<file path="config.mk">
export PLATFORM = sky130hd
export DESIGN_NAME = disassembler
export DESIGN_NICKNAME = d
export VERILOG_FILES = /design/src/rtl/disassembler.sv
export SDC_FILE = /design/constraint.sdc
export NUM_CORES = 2
export LEC_CHECK = 0
export BUFFER_PORTS_ARGS = -buffer_cell sky130_fd_sc_hd__buf_2
export CORE_AREA = 2 2 551 553
export CTS_CLUSTER_SIZE = 20
export DETAILED_ROUTE_END_ITERATION = 7
export DIE_AREA = 0 0 553 555
export GPL_TIMING_DRIVEN = 1
export HOLD_SLACK_MARGIN = 0.1
export PLACE_DENSITY_LB_ADDON = 0.25
export SKIP_CTS_REPAIR_TIMING = 1
export SYNTH_ARGS = -nofsm -noshare
export SYNTH_HDL_FRONTEND = slang
export SYNTH_SLANG_ARGS = --single-unit
</file>
<file path="constraint.sdc">
create_clock -name clk -period 34.8 [get_ports clk]
set_input_delay 6.96 -clock clk [delete_from_list [all_inputs] [get_ports clk]]
set_output_delay 6.96 -clock clk [all_outputs]
set_load 0.02 [all_outputs]
</file>
<file path="src/rtl/disassembler.sv">
// disassembler: receive-side header stripper for the CGRA vector-stream-in path.
// Strips the header_deg-lane header from a packet's first beat, realigns the payload
// to lane 0, exposes the header and its SPL field, and checks the IPv4 header checksum.
// Latency: data 1 cycle; hdr_valid 1 cycle after the first beat; csum_valid 5 cycles
// after it (1 cycle, coincident with hdr_valid, when the checksum tree is not built).
// No backpressure: every present beat (tvalid_in[0]) is consumed in the cycle it arrives.
//
// Ports:
//   clk, rst (async, active-high)    clock / reset
//   is_vstreamin_global              strip enable, sampled on a packet's first beat
//   tdata_in/tvalid_in/tlast_in      input beat, per-lane valid, replicated last
//   tdata_out/tvalid_out/tlast_out   realigned output beat (registered)
//   header_out, spl_out, hdr_valid   captured header, its length field, update pulse
//   csum_ok, csum_valid              checksum result and its qualifying pulse
//
// Build option: define DISASM_CSUM_CHECK_EN to compile in the checksum adder tree.
// Without it csum_valid follows hdr_valid and csum_ok reads 1.
module disassembler #(
    parameter int phit_size   = 512,
    parameter int SIMD_degree = 16,
    parameter int header_deg  = 10
) (
    input  logic                     clk,
    input  logic                     rst,
    input  logic                     is_vstreamin_global,
    input  logic [phit_size-1:0]     tdata_in,
    input  logic [SIMD_degree-1:0]   tvalid_in,
    input  logic [SIMD_degree-1:0]   tlast_in,
    output logic [phit_size-1:0]     tdata_out,
    output logic [SIMD_degree-1:0]   tvalid_out,
    output logic [SIMD_degree-1:0]   tlast_out,
    output logic [header_deg*32-1:0] header_out,
    output logic [15:0]              spl_out,
    output logic                     hdr_valid,
    output logic                     csum_ok,
    output logic                     csum_valid
);

    localparam int P  = SIMD_degree - header_deg;   // payload lanes left in the first beat
    localparam int HW = header_deg * 32;
    localparam int PW = P * 32;

    typedef enum logic [1:0] {
        ST_IDLE,
        ST_BODY,
        ST_FLUSH,
        ST_PASS
    } state_t;

    state_t                  r_state;
    logic [PW-1:0]           r_hold_dat;
    logic [P-1:0]            r_hold_vld;
    logic                    r_pending;
    logic [phit_size-1:0]    r_tdata;
    logic [SIMD_degree-1:0]  r_tvalid;
    logic [SIMD_degree-1:0]  r_tlast;
    logic [HW-1:0]           r_header;
    logic                    r_hdr_valid;
    logic                    r_csum_ok;
    logic                    r_csum_valid;

    logic                    w_present;
    logic                    w_last;
    logic                    w_first;
    logic                    w_hdr_load;
    logic                    w_flush_now;
    logic [SIMD_degree-2:0]  w_unused_tlast;

    assign w_present      = tvalid_in[0];
    // tlast is replicated across lanes; lane 0 is representative.
    assign w_last         = tlast_in[0];
    assign w_unused_tlast = tlast_in[SIMD_degree-1:1];
    // FLUSH accepts a new first beat exactly like IDLE, so packets can abut.
    assign w_first        = (r_state == ST_IDLE) || (r_state == ST_FLUSH);
    assign w_hdr_load     = w_first && w_present && is_vstreamin_global;
    assign w_flush_now    = (r_state == ST_FLUSH) && r_pending;

    assign tdata_out  = r_tdata;
    assign tvalid_out = r_tvalid;
    assign tlast_out  = r_tlast;
    assign header_out = r_header;
    assign spl_out    = r_header[127:112];
    assign hdr_valid  = r_hdr_valid;
    assign csum_ok    = r_csum_ok;
    assign csum_valid = r_csum_valid;

    always_ff @(posedge clk or posedge rst) begin
        if (rst) begin
            r_state     <= ST_IDLE;
            r_hold_dat  <= '0;
            r_hold_vld  <= '0;
            r_pending   <= 1'b0;
            r_tdata     <= '0;
            r_tvalid    <= '0;
            r_tlast     <= '0;
            r_header    <= '0;
            r_hdr_valid <= 1'b0;
        end else begin
            // Output is a single-cycle beat; idle cycles show an all-zero bus.
            r_tdata     <= '0;
            r_tvalid    <= '0;
            r_tlast     <= '0;
            r_hdr_valid <= 1'b0;

            // Tail of the previous stripped packet; a header-only packet leaves nothing.
            if (w_flush_now) begin
                r_tdata   <= {{HW{1'b0}}, r_hold_dat};
                r_tvalid  <= {{header_deg{1'b0}}, r_hold_vld};
                r_tlast   <= '1;
                r_pending <= 1'b0;
            end

            case (r_state)
                ST_IDLE, ST_FLUSH: begin
                    r_state <= ST_IDLE;
                    if (w_present) begin
                        if (is_vstreamin_global) begin
                            r_header    <= tdata_in[HW-1:0];
                            r_hdr_valid <= 1'b1;
                            r_hold_dat  <= tdata_in[phit_size-1:HW];
                            r_hold_vld  <= tvalid_in[SIMD_degree-1:header_deg];
                            r_pending   <= |tvalid_in[SIMD_degree-1:header_deg];
                            r_state     <= w_last ? ST_FLUSH : ST_BODY;
                        end else begin
                            // An unstripped beat abutting a non-empty flush cannot share
                            // the single output register; the flush beat keeps it.
                            if (!w_flush_now) begin
                                r_tdata  <= tdata_in;
                                r_tvalid <= tvalid_in;
                                r_tlast  <= tlast_in;
                            end
                            r_state <= w_last ? ST_IDLE : ST_PASS;
                        end
                    end
                end

                ST_BODY: begin
                    if (w_present) begin
                        r_tdata    <= {tdata_in[HW-1:0], r_hold_dat};
                        r_tvalid   <= {tvalid_in[header_deg-1:0], r_hold_vld};
                        r_hold_dat <= tdata_in[phit_size-1:HW];
                        r_hold_vld <= tvalid_in[SIMD_degree-1:header_deg];
                        r_pending  <= |tvalid_in[SIMD_degree-1:header_deg];
                        if (w_last) begin
                            // Lanes beyond header_deg spill into one more beat.
                            if (tvalid_in[header_deg]) begin
                                r_state <= ST_FLUSH;
                            end else begin
                                r_tlast <= '1;
                                r_state <= ST_IDLE;
                            end
                        end
                    end
                end

                ST_PASS: begin
                    if (w_present) begin
                        r_tdata  <= tdata_in;
                        r_tvalid <= tvalid_in;
                        r_tlast  <= tlast_in;
                        if (w_last) begin
                            r_state <= ST_IDLE;
                        end
                    end
                end

                default: r_state <= ST_IDLE;
            endcase
        end
    end

`ifdef DISASM_CSUM_CHECK_EN
    // Ten 16-bit IPv4 header words sit at header bits [271:112]; the tree starts
    // from the input beat so the first add stage lines up with the header capture.
    logic [15:0] w_word [10];
    logic [19:0] r_s1 [5];
    logic [19:0] r_s2 [3];
    logic [19:0] r_s3 [2];
    logic [19:0] r_s4;
    logic [3:0]  r_cv;
    logic [19:0] w_fold1;
    logic [15:0] w_fold2;

    always_comb begin
        for (int k = 0; k < 10; k++) begin
            w_word[k] = tdata_in[16*k+112 +: 16];
        end
    end

    // Two end-around folds: the second absorbs the carry the first can create.
    assign w_fold1 = {4'b0, r_s4[15:0]} + {16'b0, r_s4[19:16]};
    assign w_fold2 = w_fold1[15:0] + {12'b0, w_fold1[19:16]};

    always_ff @(posedge clk or posedge rst) begin
        if (rst) begin
            for (int i = 0; i < 5; i++) r_s1[i] <= '0;
            for (int i = 0; i < 3; i++) r_s2[i] <= '0;
            for (int i = 0; i < 2; i++) r_s3[i] <= '0;
            r_s4         <= '0;
            r_cv         <= '0;
            r_csum_ok    <= 1'b0;
            r_csum_valid <= 1'b0;
        end else begin
            r_cv <= {r_cv[2:0], w_hdr_load};
            for (int i = 0; i < 5; i++) begin
                r_s1[i] <= {4'b0, w_word[2*i]} + {4'b0, w_word[2*i+1]};
            end
            r_s2[0]      <= r_s1[0] + r_s1[1];
            r_s2[1]      <= r_s1[2] + r_s1[3];
            r_s2[2]      <= r_s1[4];
            r_s3[0]      <= r_s2[0] + r_s2[1];
            r_s3[1]      <= r_s2[2];
            r_s4         <= r_s3[0] + r_s3[1];
            r_csum_valid <= r_cv[3];
            if (r_cv[3]) begin
                r_csum_ok <= (w_fold2 == 16'hFFFF);
            end
        end
    end
`else
    always_ff @(posedge clk or posedge rst) begin
        if (rst) begin
            r_csum_ok    <= 1'b0;
            r_csum_valid <= 1'b0;
        end else begin
            r_csum_valid <= w_hdr_load;
            if (w_hdr_load) begin
                r_csum_ok <= 1'b1;
            end
        end
    end
`endif

endmodule

</file>
# Yosys cells after proc, flatten, opt, wreduce, memory -nomap -nowiden
# Index checks and enable logic that the tools add are counted.
[totals]
ff_bits = 1068
inputBits = 547
output_inout_bits = 883
word_cells = 80
[op_classes]
n_eq_ne = 9
muxes = 49
reduce_logical = 11
[ops]
columns = ["op", "count"]
rows = [
  ["two-way mux 512 bit", 5],
  ["case mux 512 bit (3 select lines)", 1],
  ["two-way mux 192 bit", 4],
  ["case mux 192 bit (2 select lines)", 1],
  ["two-way mux 16 bit", 13],
  ["case mux 16 bit (3 select lines)", 2],
  ["two-way mux 6 bit", 4],
  ["two-way mux 2 bit", 9],
  ["!= test 2 bit, second input constant", 6],
  ["case mux 6 bit (2 select lines)", 1],
  ["AND reduction 4 bit", 2],
  ["two-way mux 1 bit", 7],
  ["case mux 2 bit (3 select lines)", 1],
  ["OR reduction 6 bit", 1],
  ["equality test 2 bit, second input constant", 2],
  ["logical AND 1 bit", 3],
  ["AND reduction 3 bit", 1],
  ["equality test 2 x 1 -> 1 bit, second input constant", 1],
  ["zero test 2 bit", 1],
  ["case mux 1 bit (2 select lines)", 1],
  ["nonzero test 2 bit", 1],
  ["OR reduction 2 bit", 1],
  ["logical OR 1 bit", 1],
]

# Longest topological paths before layout
[depth]
word_depth = 7
mapped_depth = 9
mapped_depth_nobuf = 4

# Least setup slack after synthesis
# OpenSTA, ideal clock, no wires.
[synth_path]
path_kind = "input to register"
start = "input is_vstreamin_global"
end = "register r_header[10], in the netlist header_out[10]"
setup_time_ns = 0.125
t_arrival_ns = 8.106
required_ns = 34.675
setup_slack_ns = 26.569
path_stages = 5
path_buffers = 2
cell_sequence = "nor2b_4 -> nand2_1 -> clkbuf_1 -> buf_2 -> mux2_2"
[synth_via]
elab_chain_cells = 1
[synth_rtl]
columns = ["item", "line", "source"]
rows = [
  ["from (decl)", "25", "input logic is_vstreamin_global,"],
  ["AND reduction 3 bit (no line)", "n/a", ""],
  ["to (signal assigned)", "118", "r_header <= tdata_in[HW-1:0];"],
  ["to (decl)", "57", "logic [HW-1:0] r_header;"],
]
# No other way between the ends.
# A chain may end at the register's enable or synchronous reset.

# Worst setup path after layout
[layout_path]
start = "input is_vstreamin_global"
end = "register r_tdata[56], in the netlist tdata_out[56]"
[layout_via]
elab_chain_cells = 3
[layout_rtl]
columns = ["item", "line", "source"]
rows = [
  ["two-way mux 512 bit", "117", "if (is_vstreamin_global) begin"],
  ["two-way mux 512 bit", "116", "if (w_present) begin"],
  ["case mux 512 bit (3 select lines)", "113", "case (r_state)"],
  ["to (signal assigned)", "107", "r_tdata <= {{HW{1'b0}}, r_hold_dat};"],
  ["to (signal assigned)", "128", "r_tdata <= tdata_in;"],
  ["to (signal assigned)", "139", "r_tdata <= {tdata_in[HW-1:0], r_hold_dat};"],
  ["to (decl)", "54", "logic [phit_size-1:0] r_tdata;"],
]
# No other way between the ends.

==> metrics.txt <==
Core Util, Final=0.183; R2R cell count=8; FF/Latch Area=26700 sq um; worst vdd ir=0.0340 mV; routed wire length=215 mm; Port Buffer Count=1429; Syn Nets=2947; grt total ovfl=0; Req. time, crit path=35.50 ns; number of fillers in the final layout=33.2k; I/O Pins=1430; reg2reg start=r_state[0]$_DFFE_PP0P_; Slew HR=0.212; CP Capture Type=flip-flop; Peak Freq=98.1 MHz; Worst Tran Pin Value=1.18 ns; Avg Inst Size Synth=16.2 sq um; r2r setup slk=30.03 ns; Yosys reg bits=1068; PnR worst setup slack=24.61 ns; root buf cell=clkbuf_16; post-synthesis cell type count=34; Pwr Total=0.00449 W; Worst Hold Class=reg2reg; die height=555 um; row count=202; Slew Limit Fails=0; unrepaired setup endpoints after global routing=no; synth warn=0; CTS tree=built; routed length per instance=27.1 um; Final setup violation count=0; Hold Path End=csum_ok$_DFFE_PP0P_; CTS Sinks=1068; DRC violations left=0; gr usage total=0.136; Pleak=26.5 nW; Critical Path AT=10.89 ns; crit path launch type=input pin; # Max-Cap Violations=0; Crit Path Category=in2reg; Mapped Cells=2398; register area share after synthesis=0.686; Via density=3.57; post-route ant nets=0; starting density of the core=0.129; TritonCTS buffer count=138; routability cong.=0.840; clk_lat worst skew=0.81 ns; CORE AREA=301000 sq um; vias=28.3k; global-route wire length before repair=286 mm; CTS Buffer Depth=4; vias in the first global route=30.2k; initial antenna violation count=54; dpl hpwl=169 mm; H-tree lvl count=4; RR Endpoint=tdata_out[56]$_DFF_PP0_; final hold viol count=0; fin crit share=0.293; pwr/cell area=81.5 nW/um^2; DIE AREA=307000 sq um; DP Cell Count=7661; worst-path fanout max=80; initial DRC count=1688; Die Wd=553 um; Post-Route Skew=0.0486 ns; setup_tns=0 ns; most frequent cells in the layout=1429 x buf_2, 1066 x dfrtp_1, 504 x a22o_1, 463 x mux2_2, 140 x clkbuf_16; most common cell after layout, fill and taps aside=buf_2; hold depth=1; dpl ws=23.89 ns; multi-input logic area=11200 sq um; Mapped Area=38900 sq um; area growth from synthesis to layout=41.3%; hold path start=csum_ok$_DFFE_PP0P_; CTS clk-pin slew, worst paths=0.06 ns; ratio of cells with drive above 1 in the final layout=0.553; pin count of the biggest net entering global routing=150; fin nets=4372; Period minus WS final=10.19 ns; status=finished, final reports clean; non-filler cells, final=7917; DR pass1 iterations=5
-- critical path, stage by stage --
cell      delay [ns]
buf_2           0.15
nor2b_4         0.18
and4bb_4        0.91
buf_4           0.65
buf_4           0.70
buf_4           0.79
a22o_1          0.28
-- logic make-up after synthesis --
group                    count (synthesis)  synth area share
flip-flops                            1068             0.686
AO/OA/AOI/OAI                          553             0.123
multiplexers                           535             0.155
buffers and inverters                  203            0.0294
AND/OR/NAND/NOR                         37           0.00614
adder cells (fa/ha/maj)                  2          0.000642
-- report_power, final --
group | total, W | internal, W | switching, W
sequential | 0.00172 | 0.00156 | 0.000162
clock | 0.00145 | 0.000854 | 0.000599
combinational | 0.00131 | 0.000448 | 0.000862
-- synthesized netlist by cell type --
master,number,area share
nor2b_4,1,0.00035
clkbuf_1,63,0.0061
a211oi_1,1,0.00019
o21ai_1,1,0.00013
o21ai_2,1,0.00022
ha_1,2,0.00064
nand2b_1,4,0.00064
a32o_1,6,0.0015
buf_4,31,0.0060
nor3b_1,2,0.00039
nor2_1,1,0.000096
a21oi_1,2,0.00026
a21o_1,16,0.0031
nand3b_1,1,0.00019
buf_2,74,0.0095
a22oi_1,16,0.0031
or4_1,1,0.00019
nor3_1,2,0.00026
mux2i_1,1,0.00026
dfrtp_1,1068,0.69
o2bb2ai_1,2,0.00045
or2_2,1,0.00016
mux2_1,71,0.021
nor3b_2,1,0.00032
and4bb_1,1,0.00032
a22o_1,504,0.11
o21ai_0,3,0.00039
nor2b_1,17,0.0027
buf_6,23,0.0067
mux2_2,463,0.13
nand2_1,5,0.00048
buf_1,6,0.00058
inv_1,6,0.00058
o31ai_1,1,0.00019
-- flip-flops by register name (all words and copies together), names as in the netlist --
register	cells
tvalid_out	16
hdr_valid	1
r_state	2
tdata_out	512
tlast_out	16
r_pending	1
csum_ok	1
header_out	320
csum_valid	1
r_hold_dat	192
r_hold_vld	6
-- metrics by stage --
stage          hold slack [ns]  cell area (sq um)
4_1_cts                  0.466              55000
6_report                 0.466              55000
2_1_floorplan            0.446              38900
3_5_place_dp             0.448              50500
5_1_grt                  0.493              55000
3_3_place_gp             0.453              50500
-- final cells by class --
cell class / instances / share of cell area
diodes: 19 / 0.000864
repair buffers: 1482 / 0.138
clock inverters: 44 / 0.0104
flip-flops and latches: 1068 / 0.486
multi-input cells: 1127 / 0.203
inverters: 6 / 0.000478
clock buffers: 193 / 0.0715
well taps: 3978 / 0.0905
-- worst max-delay path by stage --
stage	from	end	slack [ns]	cells after the start
after CTS	is_vstreamin_global	tdata_out[56]$_DFF_PP0_	24.76	7
after detailed placement	is_vstreamin_global	tdata_out[56]$_DFF_PP0_	23.89	7
final	is_vstreamin_global	tdata_out[56]$_DFF_PP0_	24.61	7
after global placement	is_vstreamin_global	tdata_out[178]$_DFF_PP0_	23.93	7
after global routing	is_vstreamin_global	tdata_out[56]$_DFF_PP0_	24.46	7
after floorplan	rst	csum_ok$_DFFE_PP0P_	13.11	1
-- layer usage --
layer,share of wire,track usage
met5,0.00072,0
met4,0.022,0.0296
met2,0.48,0.227
met3,0.11,0.0634
met1,0.39,0.156
(Power assumes the default switching activity.)
